## src/rtl/sdf_pkg.sv

```systemverilog
// -----------------------------------------------------------------------------
// sdf_pkg
// Shared types and constants for the SDF delay-line sequencer.
//   sdf_state_e  : sequencer state (PRIME while the prefetch pipe fills, RUN after)
//   MIN_DEPTH    : smallest legal delay; keeps read and write slots apart
//   FIFO_DEPTH   : prefetch FIFO capacity (stored entries + reads in flight)
//   clamp_depth  : folds an illegal requested depth into MIN_DEPTH..max_depth
// -----------------------------------------------------------------------------
package sdf_pkg;

   typedef enum logic {
      ST_PRIME = 1'b0,
      ST_RUN   = 1'b1
   } sdf_state_e;

   localparam int MIN_DEPTH  = 4;
   localparam int FIFO_DEPTH = 2;

   function automatic logic [15:0] clamp_depth(input logic [15:0] req,
                                               input logic [15:0] max_depth);
      logic [15:0] res;
      res = req;
      if (req < 16'(MIN_DEPTH)) begin
         res = 16'(MIN_DEPTH);
      end else if (req > max_depth) begin
         res = max_depth;
      end
      return res;
   endfunction

endpackage

```

## src/rtl/sdf_prefetch_fifo.sv

```systemverilog
// -----------------------------------------------------------------------------
// sdf_prefetch_fifo
// Two-entry register FIFO holding SRAM read data fetched ahead of use.
// The SRAM returns data one cycle after a read is issued; that outstanding
// read is tracked here so the owner sees a single occupancy figure.
// Ports:
//   i_clock, i_reset_n : clock, asynchronous active-low reset
//   i_clear            : flush stored entries and drop any read in flight
//   i_issue            : a read is being issued to the SRAM this cycle
//   i_pop              : consume the head entry this cycle
//   i_rdata            : SRAM read data (valid the cycle after i_issue)
//   o_head             : head entry, registered
//   o_nonempty         : at least one stored entry
//   o_push             : read data lands in the FIFO at the end of this cycle
//   o_occupancy        : stored entries + reads in flight
// -----------------------------------------------------------------------------
module sdf_prefetch_fifo #(
   parameter int DATA_W = 32
) (
   input  logic              i_clock,
   input  logic              i_reset_n,
   input  logic              i_clear,
   input  logic              i_issue,
   input  logic              i_pop,
   input  logic [DATA_W-1:0] i_rdata,
   output logic [DATA_W-1:0] o_head,
   output logic              o_nonempty,
   output logic              o_push,
   output logic [1:0]        o_occupancy
);

   logic [DATA_W-1:0] r_head;
   logic [DATA_W-1:0] r_tail;
   logic [1:0]        r_count;
   // Set for the cycle in which issued read data is on i_rdata. Clearing it
   // on a flush marks that read stale, so its data is never stored.
   logic              r_inflight;

   assign o_head      = r_head;
   assign o_nonempty  = (r_count != 2'd0);
   assign o_push      = r_inflight;
   assign o_occupancy = r_count + {1'b0, r_inflight};

   always_ff @(posedge i_clock or negedge i_reset_n) begin
      if (!i_reset_n) begin
         r_head     <= '0;
         r_tail     <= '0;
         r_count    <= 2'd0;
         r_inflight <= 1'b0;
      end else if (i_clear) begin
         r_count    <= 2'd0;
         r_inflight <= 1'b0;
      end else begin
         r_inflight <= i_issue;
         // The owner never lets occupancy exceed two, so a push without a
         // pop only happens with at most one stored entry.
         case ({r_inflight, i_pop})
            2'b10: begin
               if (r_count == 2'd0) r_head <= i_rdata;
               else                 r_tail <= i_rdata;
               r_count <= r_count + 2'd1;
            end
            2'b01: begin
               r_head  <= r_tail;
               r_count <= r_count - 2'd1;
            end
            2'b11: begin
               if (r_count == 2'd1) begin
                  r_head <= i_rdata;
               end else begin
                  r_head <= r_tail;
                  r_tail <= i_rdata;
               end
            end
            default: begin
            end
         endcase
      end
   end

endmodule

```

## src/rtl/sdf_delay_line_ctrl.sv

```systemverilog
// -----------------------------------------------------------------------------
// sdf_delay_line_ctrl
// Sequencer for one SRAM-backed SDF delay line. Each accepted input sample is
// written to slot wp of a 1R1W SRAM; the sample written depth accepts earlier
// is read ahead into a small prefetch FIFO and presented on the output in
// lock-step with the accept, sustaining one sample per cycle.
// Ports:
//   i_clock, i_reset_n        : clock, asynchronous active-low reset
//   i_cfg_depth, i_cfg_load   : new delay length, latched (clamped) on load;
//                               load also flushes and restarts the line
//   i_in_valid/o_in_ready     : input handshake, i_in_data sample
//   o_out_valid/i_out_ready   : delayed-sample handshake, o_out_data sample
//   o_primed                  : depth samples written since last restart
//   o_mem_raddr/o_mem_ren     : SRAM read port, i_mem_rdata one cycle later
//   o_mem_waddr/o_mem_wen/o_mem_wdata : SRAM write port
//   o_dbg_state               : current sequencer state
// Handshake: a transfer happens on a cycle where valid && ready. o_in_ready
// never looks at i_in_valid; o_out_valid does look at i_in_valid (input and
// output transfer together once primed), and i_out_ready feeds only
// o_in_ready, so there is no combinational loop through the two handshakes.
// -----------------------------------------------------------------------------
module sdf_delay_line_ctrl
   import sdf_pkg::*;
#(
   parameter int DATA_W    = 32,
   parameter int ADDR_W    = 7,
   parameter int RST_DEPTH = 128
) (
   input  logic              i_clock,
   input  logic              i_reset_n,
   input  logic [ADDR_W:0]   i_cfg_depth,
   input  logic              i_cfg_load,
   input  logic              i_in_valid,
   output logic              o_in_ready,
   input  logic [DATA_W-1:0] i_in_data,
   output logic              o_out_valid,
   input  logic              i_out_ready,
   output logic [DATA_W-1:0] o_out_data,
   output logic              o_primed,
   output logic [ADDR_W-1:0] o_mem_raddr,
   output logic              o_mem_ren,
   input  logic [DATA_W-1:0] i_mem_rdata,
   output logic [ADDR_W-1:0] o_mem_waddr,
   output logic              o_mem_wen,
   output logic [DATA_W-1:0] o_mem_wdata,
   output sdf_state_e        o_dbg_state
);

   localparam int              DW           = ADDR_W + 1;
   localparam logic [15:0]     MAX_DEPTH_16 = 16'(1 << ADDR_W);
   localparam logic [DW-1:0]   RST_DEPTH_C  = DW'(clamp_depth(16'(RST_DEPTH), MAX_DEPTH_16));

   sdf_state_e        r_state;
   sdf_state_e        w_state_nxt;
   logic [DW-1:0]     r_depth;
   logic [ADDR_W-1:0] r_wp;
   logic [ADDR_W-1:0] r_rp;
   logic              r_primed;
   // Low only in the first cycle out of reset, so the read port stays idle
   // while reset is asserted even though the state is already PRIME.
   logic              r_live;

   logic [DATA_W-1:0] w_head;
   logic              w_fifo_nonempty;
   logic              w_fifo_push;
   logic [1:0]        w_occ;
   logic              w_in_ready;
   logic              w_out_valid;
   logic              w_accept;
   logic              w_issue;
   logic              w_wp_last;
   logic              w_rp_last;

   assign w_wp_last = ({1'b0, r_wp} == (r_depth - DW'(1)));
   assign w_rp_last = ({1'b0, r_rp} == (r_depth - DW'(1)));

   sdf_prefetch_fifo #(
      .DATA_W (DATA_W)
   ) u_prefetch (
      .i_clock     (i_clock),
      .i_reset_n   (i_reset_n),
      .i_clear     (i_cfg_load),
      .i_issue     (w_issue),
      .i_pop       (w_accept),
      .i_rdata     (i_mem_rdata),
      .o_head      (w_head),
      .o_nonempty  (w_fifo_nonempty),
      .o_push      (w_fifo_push),
      .o_occupancy (w_occ)
   );

   // State register
   always_ff @(posedge i_clock or negedge i_reset_n) begin
      if (!i_reset_n) r_state <= ST_PRIME;
      else            r_state <= w_state_nxt;
   end

   // Next-state logic
   always_comb begin
      w_state_nxt = r_state;
      if (i_cfg_load) begin
         w_state_nxt = ST_PRIME;
      end else begin
         case (r_state)
            ST_PRIME: if (w_fifo_nonempty || w_fifo_push) w_state_nxt = ST_RUN;
            ST_RUN:   w_state_nxt = ST_RUN;
            default:  w_state_nxt = ST_PRIME;
         endcase
      end
   end

   // Output / handshake logic
   always_comb begin
      w_in_ready  = 1'b0;
      w_out_valid = 1'b0;
      w_issue     = 1'b0;
      if ((r_state == ST_RUN) && w_fifo_nonempty && !i_cfg_load) begin
         w_in_ready  = !r_primed || i_out_ready;
         w_out_valid = r_primed && i_in_valid;
      end
      w_accept = w_in_ready && i_in_valid;
      // rp - wp always equals the occupancy, so capping it at two keeps the
      // read slot one or two ahead of the write slot; with depth >= 4 the
      // two ports never address the same slot in the same cycle.
      if (r_live && !i_cfg_load) begin
         w_issue = (w_occ < 2'(FIFO_DEPTH)) ||
                   ((w_occ == 2'(FIFO_DEPTH)) && w_accept);
      end
   end

   // Pointers, depth and priming
   always_ff @(posedge i_clock or negedge i_reset_n) begin
      if (!i_reset_n) begin
         r_depth  <= RST_DEPTH_C;
         r_wp     <= '0;
         r_rp     <= '0;
         r_primed <= 1'b0;
         r_live   <= 1'b0;
      end else begin
         r_live <= 1'b1;
         if (i_cfg_load) begin
            r_depth  <= DW'(clamp_depth(16'(i_cfg_depth), MAX_DEPTH_16));
            r_wp     <= '0;
            r_rp     <= '0;
            r_primed <= 1'b0;
         end else begin
            if (w_accept) begin
               r_wp <= w_wp_last ? '0 : r_wp + ADDR_W'(1);
               if (w_wp_last) r_primed <= 1'b1;
            end
            if (w_issue) begin
               r_rp <= w_rp_last ? '0 : r_rp + ADDR_W'(1);
            end
         end
      end
   end

   assign o_in_ready  = w_in_ready;
   assign o_out_valid = w_out_valid;
   assign o_out_data  = w_head;
   assign o_primed    = r_primed;
   assign o_mem_ren   = w_issue;
   assign o_mem_raddr = r_rp;
   assign o_mem_wen   = w_accept;
   assign o_mem_waddr = r_wp;
   assign o_mem_wdata = i_in_data;
   assign o_dbg_state = r_state;

endmodule

```

## config.mk

```make
export PLATFORM = sky130hd
export DESIGN_NAME = sdf_delay_line_ctrl
export DESIGN_NICKNAME = d
export VERILOG_FILES = /design/src/rtl/sdf_pkg.sv /design/src/rtl/sdf_prefetch_fifo.sv /design/src/rtl/sdf_delay_line_ctrl.sv
export SDC_FILE = /design/constraint.sdc
export NUM_CORES = 1
export LEC_CHECK = 0
export ABC_AREA = 1
export ABC_CLOCK_PERIOD_IN_PS = 2510
export CAP_MARGIN = 25
export CORE_AREA = 2 2 107 109
export CTS_CLUSTER_SIZE = 24
export DETAILED_ROUTE_END_ITERATION = 7
export DIE_AREA = 0 0 109 111
export GPL_TIMING_DRIVEN = 0
export PLACE_DENSITY_LB_ADDON = 0.08
export SLEW_MARGIN = 5
export SYNTH_ARGS = -nofsm -noshare
export SYNTH_HDL_FRONTEND = slang
export SYNTH_SLANG_ARGS = --single-unit
```

## constraint.sdc

```tcl
create_clock -name i_clock -period 2.51 [get_ports i_clock]
set_input_delay 0.502 -clock i_clock [delete_from_list [all_inputs] [get_ports i_clock]]
set_output_delay 0.502 -clock i_clock [all_outputs]
set_load 0.01 [all_outputs]
```

==> metrics.md <==
| Metric | Value |
|---|---|
| Run status | completed |
| Number of rows in the core area | 39 |
| Max Clock Freq | 417.1 MHz |
| DR DRC count | 0 |
| Gr usage total | 22.12% |
| Switching power | 0.001914 W |
| Int Power | 0.004064 W |
| Initial Utilization | 45.62% |
| Total Die Area | 0.01210 mm2 |
| Final antenna diode count | 0 |
| Number of nets in the finished design | 837 |
| Placer's final routability congestion estimate | 0.8250 |
| Crit path max fanout | 9 |
| Number of max-cap violations | 0 |
| Pre-Repair DR Iteration Count | 7 |
| Element type at the critical path start | flop |
| Leakage component of the power | 3.493 nW |
| Met1 wire length | 5443 um |
| Num Clock Sinks | 92 |
| Yosys warning total | 0 |
| Net count after synthesis | 696 |
| Layout Skew | 0.006677 ns |
| Transition time at the pin with the least slew margin | 0.5907 ns |
| Final-layout worst hold slack | 0.07172 ns |
| First-pass GRT wire length | 21290 um |
| Power Total | 0.005978 W |
| Largest buffer count on any clock path | 2 |
| Post-DP HPWL | 9414 um |
| First-iteration detailed-routing DRC count | 254 |
| Met3 routed WL | 468 um |
| Vertical extent of the die | 111 um |
| Via count of the first global-routing pass | 4572 |
| Flip-flop and latch count after synthesis | 92 |
| Hold buffer count at CTS | 0 |
| Number of CTS-inserted buffers | 9 |
| Critical-path cell list | inv_1, ha_2, inv_1, nand3_2, inv_2, nand2_2, inv_4, nand2_8, inv_4, dlygate4sd2_1 |
| Crit path max-delay cell type | sky130_fd_sc_hd__dfrtp_1 |
| Vias after detailed routing | 4565 |
| Root cell of the clock tree | sky130_fd_sc_hd__clkbuf_16 |
| Core area | 0.01108 mm2 |
| Sequential fraction of the synthesis area | 45.58% |
| Count of input and output buffers | 128 |
| Antenna Nets Post-Route | 0 |
| Final setup violation count | 0 |
| Synthesis-to-finish area growth | 36.35% |
| Crit-path max cell delay | 0.38 ns |
| Setup Crit Path Kind | reg -> out |
| Fin crit share | 95.52% |
| Power density of the placed cells | 867.6 mW/mm2 |
| Pin count of the biggest net entering global routing | 69 |
| Total I/O pin count | 161 |
| Detailed-route vias per instance | 5.061 |
| Layout cells sized above 1 | 15.15% |
| Total congestion overflow | 0 |
| Classification of the worst-slack hold path | in -> async |
| Switch share | 32.02% |
| Post-synthesis cell count | 613 |
| Floorplan die width | 109 um |
| Clock tree from TritonCTS | yes |
| Flop pwr share | 39.5% |
| Htree depth | 3 |
| Clock insertion delay at the later pin of the skew report | 0.35 ns |
| Highest metal layer with signal wires | met4 |
| Max-slew violation count | 0 |
| Routed met2 length | 6598 um |
| Area of the mapped netlist | 0.005054 mm2 |
| Post-Synthesis Mean Instance Area | 8.244 um2 |
| Slew headroom | 60.11% |
| Reg-to-reg setup timing slack | 0.41 ns |
| Max IR drop VDD | 0.4679 mV |
| Part of the power in the clock network | 26.3% |
| Total Neg Setup Slack | 0 ns |
| Combinational Power Share | 34.2% |
| CP arrival | 1.90 ns |
| Worst endpoint required time | 2.01 ns |
| Number of antenna violations at the first check in global routing | 0 |
| Avg WL per Cell | 14.15 um |
| CP Capture Type | output port |
| Clock transition at the registers of the reported paths | 0.07 ns |
| Number of distinct library cells after synthesis | 32 |
| Drt total wl | 12770 um |
| Fin crit period | 2.398 ns |
| Number of failing hold endpoints at the final stage | 0 |
==> flip-flops by register name, summed over array words and instances, names as in the netlist <==
| register | count |
|---|---|
| o_mem_raddr | 7 |
| u_prefetch.o_push | 1 |
| r_depth | 8 |
| o_dbg_state | 1 |
| o_primed | 1 |
| u_prefetch.r_count | 2 |
| r_live | 1 |
| o_mem_waddr | 7 |
| u_prefetch.r_tail | 32 |
| u_prefetch.o_head | 32 |
==> layer usage <==
metal	GRT usage, %	vias to the layer above
met3	2.822	22
met4	8.376	0
met1	27.81	2187
li1	-	2237
met2	38.26	119
met5	0	-
==> area by class of cell <==
type | instances | area [um2]
fill | 1025 | 4187
sequential | 92 | 2303
multi-input combinational | 390 | 2076
timing repair buffer | 130 | 1315
buffer | 57 | 394.1
inverter | 74 | 282.8
clock buffer | 10 | 229.0
tap | 143 | 178.9
clock inverter | 6 | 111.4
==> worst paths after layout <==
check                                 startpoint                    end  depth (start not counted)
max                        u_prefetch.r_count[0]              o_mem_wen                         10
min reg2reg                u_prefetch.r_tail[31]  u_prefetch.r_tail[31]                          2
min in group i_clock       u_prefetch.r_tail[31]  u_prefetch.r_tail[31]                          2
max in group asynchronous              i_reset_n  u_prefetch.o_head[17]                          2
max reg2reg                u_prefetch.r_count[1]  u_prefetch.o_head[14]                         14
min                                    i_reset_n         o_mem_raddr[1]                          1
==> per-stage QoR <==
stage	worst slack (ns)	cells	instance area, um2	util (%)
after floorplan	0.6894	613	5054	-
after global placement	-2.582	884	6514	58.80
after detailed placement	-0.1244	885	6539	59.03
after CTS	0.002756	901	6877	62.08
after global routing	-0.006041	902	6890	62.20
final	0.1124	902	6890	62.20
==> worst max-delay path: cells and delay by family, from the launching register on <==
kind / cells / cell delay [ns]
buf+inv: 6 / 0.72
flops: 1 / 0.38
simple gates: 3 / 0.23
fa+ha+maj: 1 / 0.21
==> cells by family (layout without fill, tap and decap cells) <==
family	count (synthesis)	after routing	synth area share (%)
other	1	1	0.07420
and+or+nand+nor	286	286	23.97
adders and majority gates	6	6	1.485
DFF	92	92	45.58
AOI/OAI and AO/OA	87	87	13.17
xor gates and xnor gates	10	10	2.327
buffers and inverters	131	277	13.39
==> layout by cell type (no fill, tap or decap), types with 2 or more instances in the layout <==
cell type,n
sky130_fd_sc_hd__a21oi_1,6
sky130_fd_sc_hd__buf_2,12
sky130_fd_sc_hd__buf_4,34
sky130_fd_sc_hd__buf_6,6
sky130_fd_sc_hd__bufinv_16,3
sky130_fd_sc_hd__clkbuf_1,8
sky130_fd_sc_hd__clkbuf_16,9
sky130_fd_sc_hd__clkdlybuf4s50_1,124
sky130_fd_sc_hd__clkinv_2,2
sky130_fd_sc_hd__dfrtp_1,91
sky130_fd_sc_hd__ha_1,5
sky130_fd_sc_hd__inv_1,69
sky130_fd_sc_hd__inv_2,3
sky130_fd_sc_hd__inv_4,2
sky130_fd_sc_hd__nand2_1,173
sky130_fd_sc_hd__nand2_2,2
sky130_fd_sc_hd__nand3_1,68
sky130_fd_sc_hd__nand4_1,5
sky130_fd_sc_hd__nor2_1,32
sky130_fd_sc_hd__nor3_1,2
sky130_fd_sc_hd__o211ai_1,32
sky130_fd_sc_hd__o21ai_0,10
sky130_fd_sc_hd__o21ai_2,33
sky130_fd_sc_hd__o22ai_1,3
sky130_fd_sc_hd__xor2_1,7
sky130_fd_sc_hd__xor3_1,2
==> repair_timing <==
action                                  in CTS  in global routing
gates resized for setup                      2                  4
pin swaps                                    0                  0
setup buffers                                0                  1
endpoints found under the setup margin       2                  3
==> synth_stat cells, drive strengths merged <==
cell type / n / area, um2
ha: 6 / 75.07
a22oi: 1 / 7.510
nand4: 5 / 31.28
nor2: 33 / 131.4
xnor2: 1 / 8.760
xor3: 2 / 47.55
buf: 50 / 367.8
dfstp: 1 / 26.28
dfrtp: 91 / 2277
o22ai: 3 / 18.77
nand2: 176 / 681.9
inv: 74 / 282.8
o21ai: 43 / 339.1
clkbuf: 7 / 26.28
nor3: 2 / 10.01
a21oi: 6 / 30.03
or2: 1 / 6.260
conb: 1 / 3.750
o41ai: 1 / 8.760
o211ai: 33 / 261.5
nand3: 69 / 350.3
xor2: 7 / 61.31
==> power groups by stage <==
stage	Sequential, W	Clock [W]	Combinational (W)
after CTS	0.00236	0.00160	0.00206
final	0.00236	0.00157	0.00204
after detailed placement	0.00239	0	0.00205
after floorplan	0.00244	0	0.00103
after global routing	0.00243	0.00166	0.00225
after global placement	0.00237	0	0.00199
No activity file was read; power rests on OpenSTA's default activity.
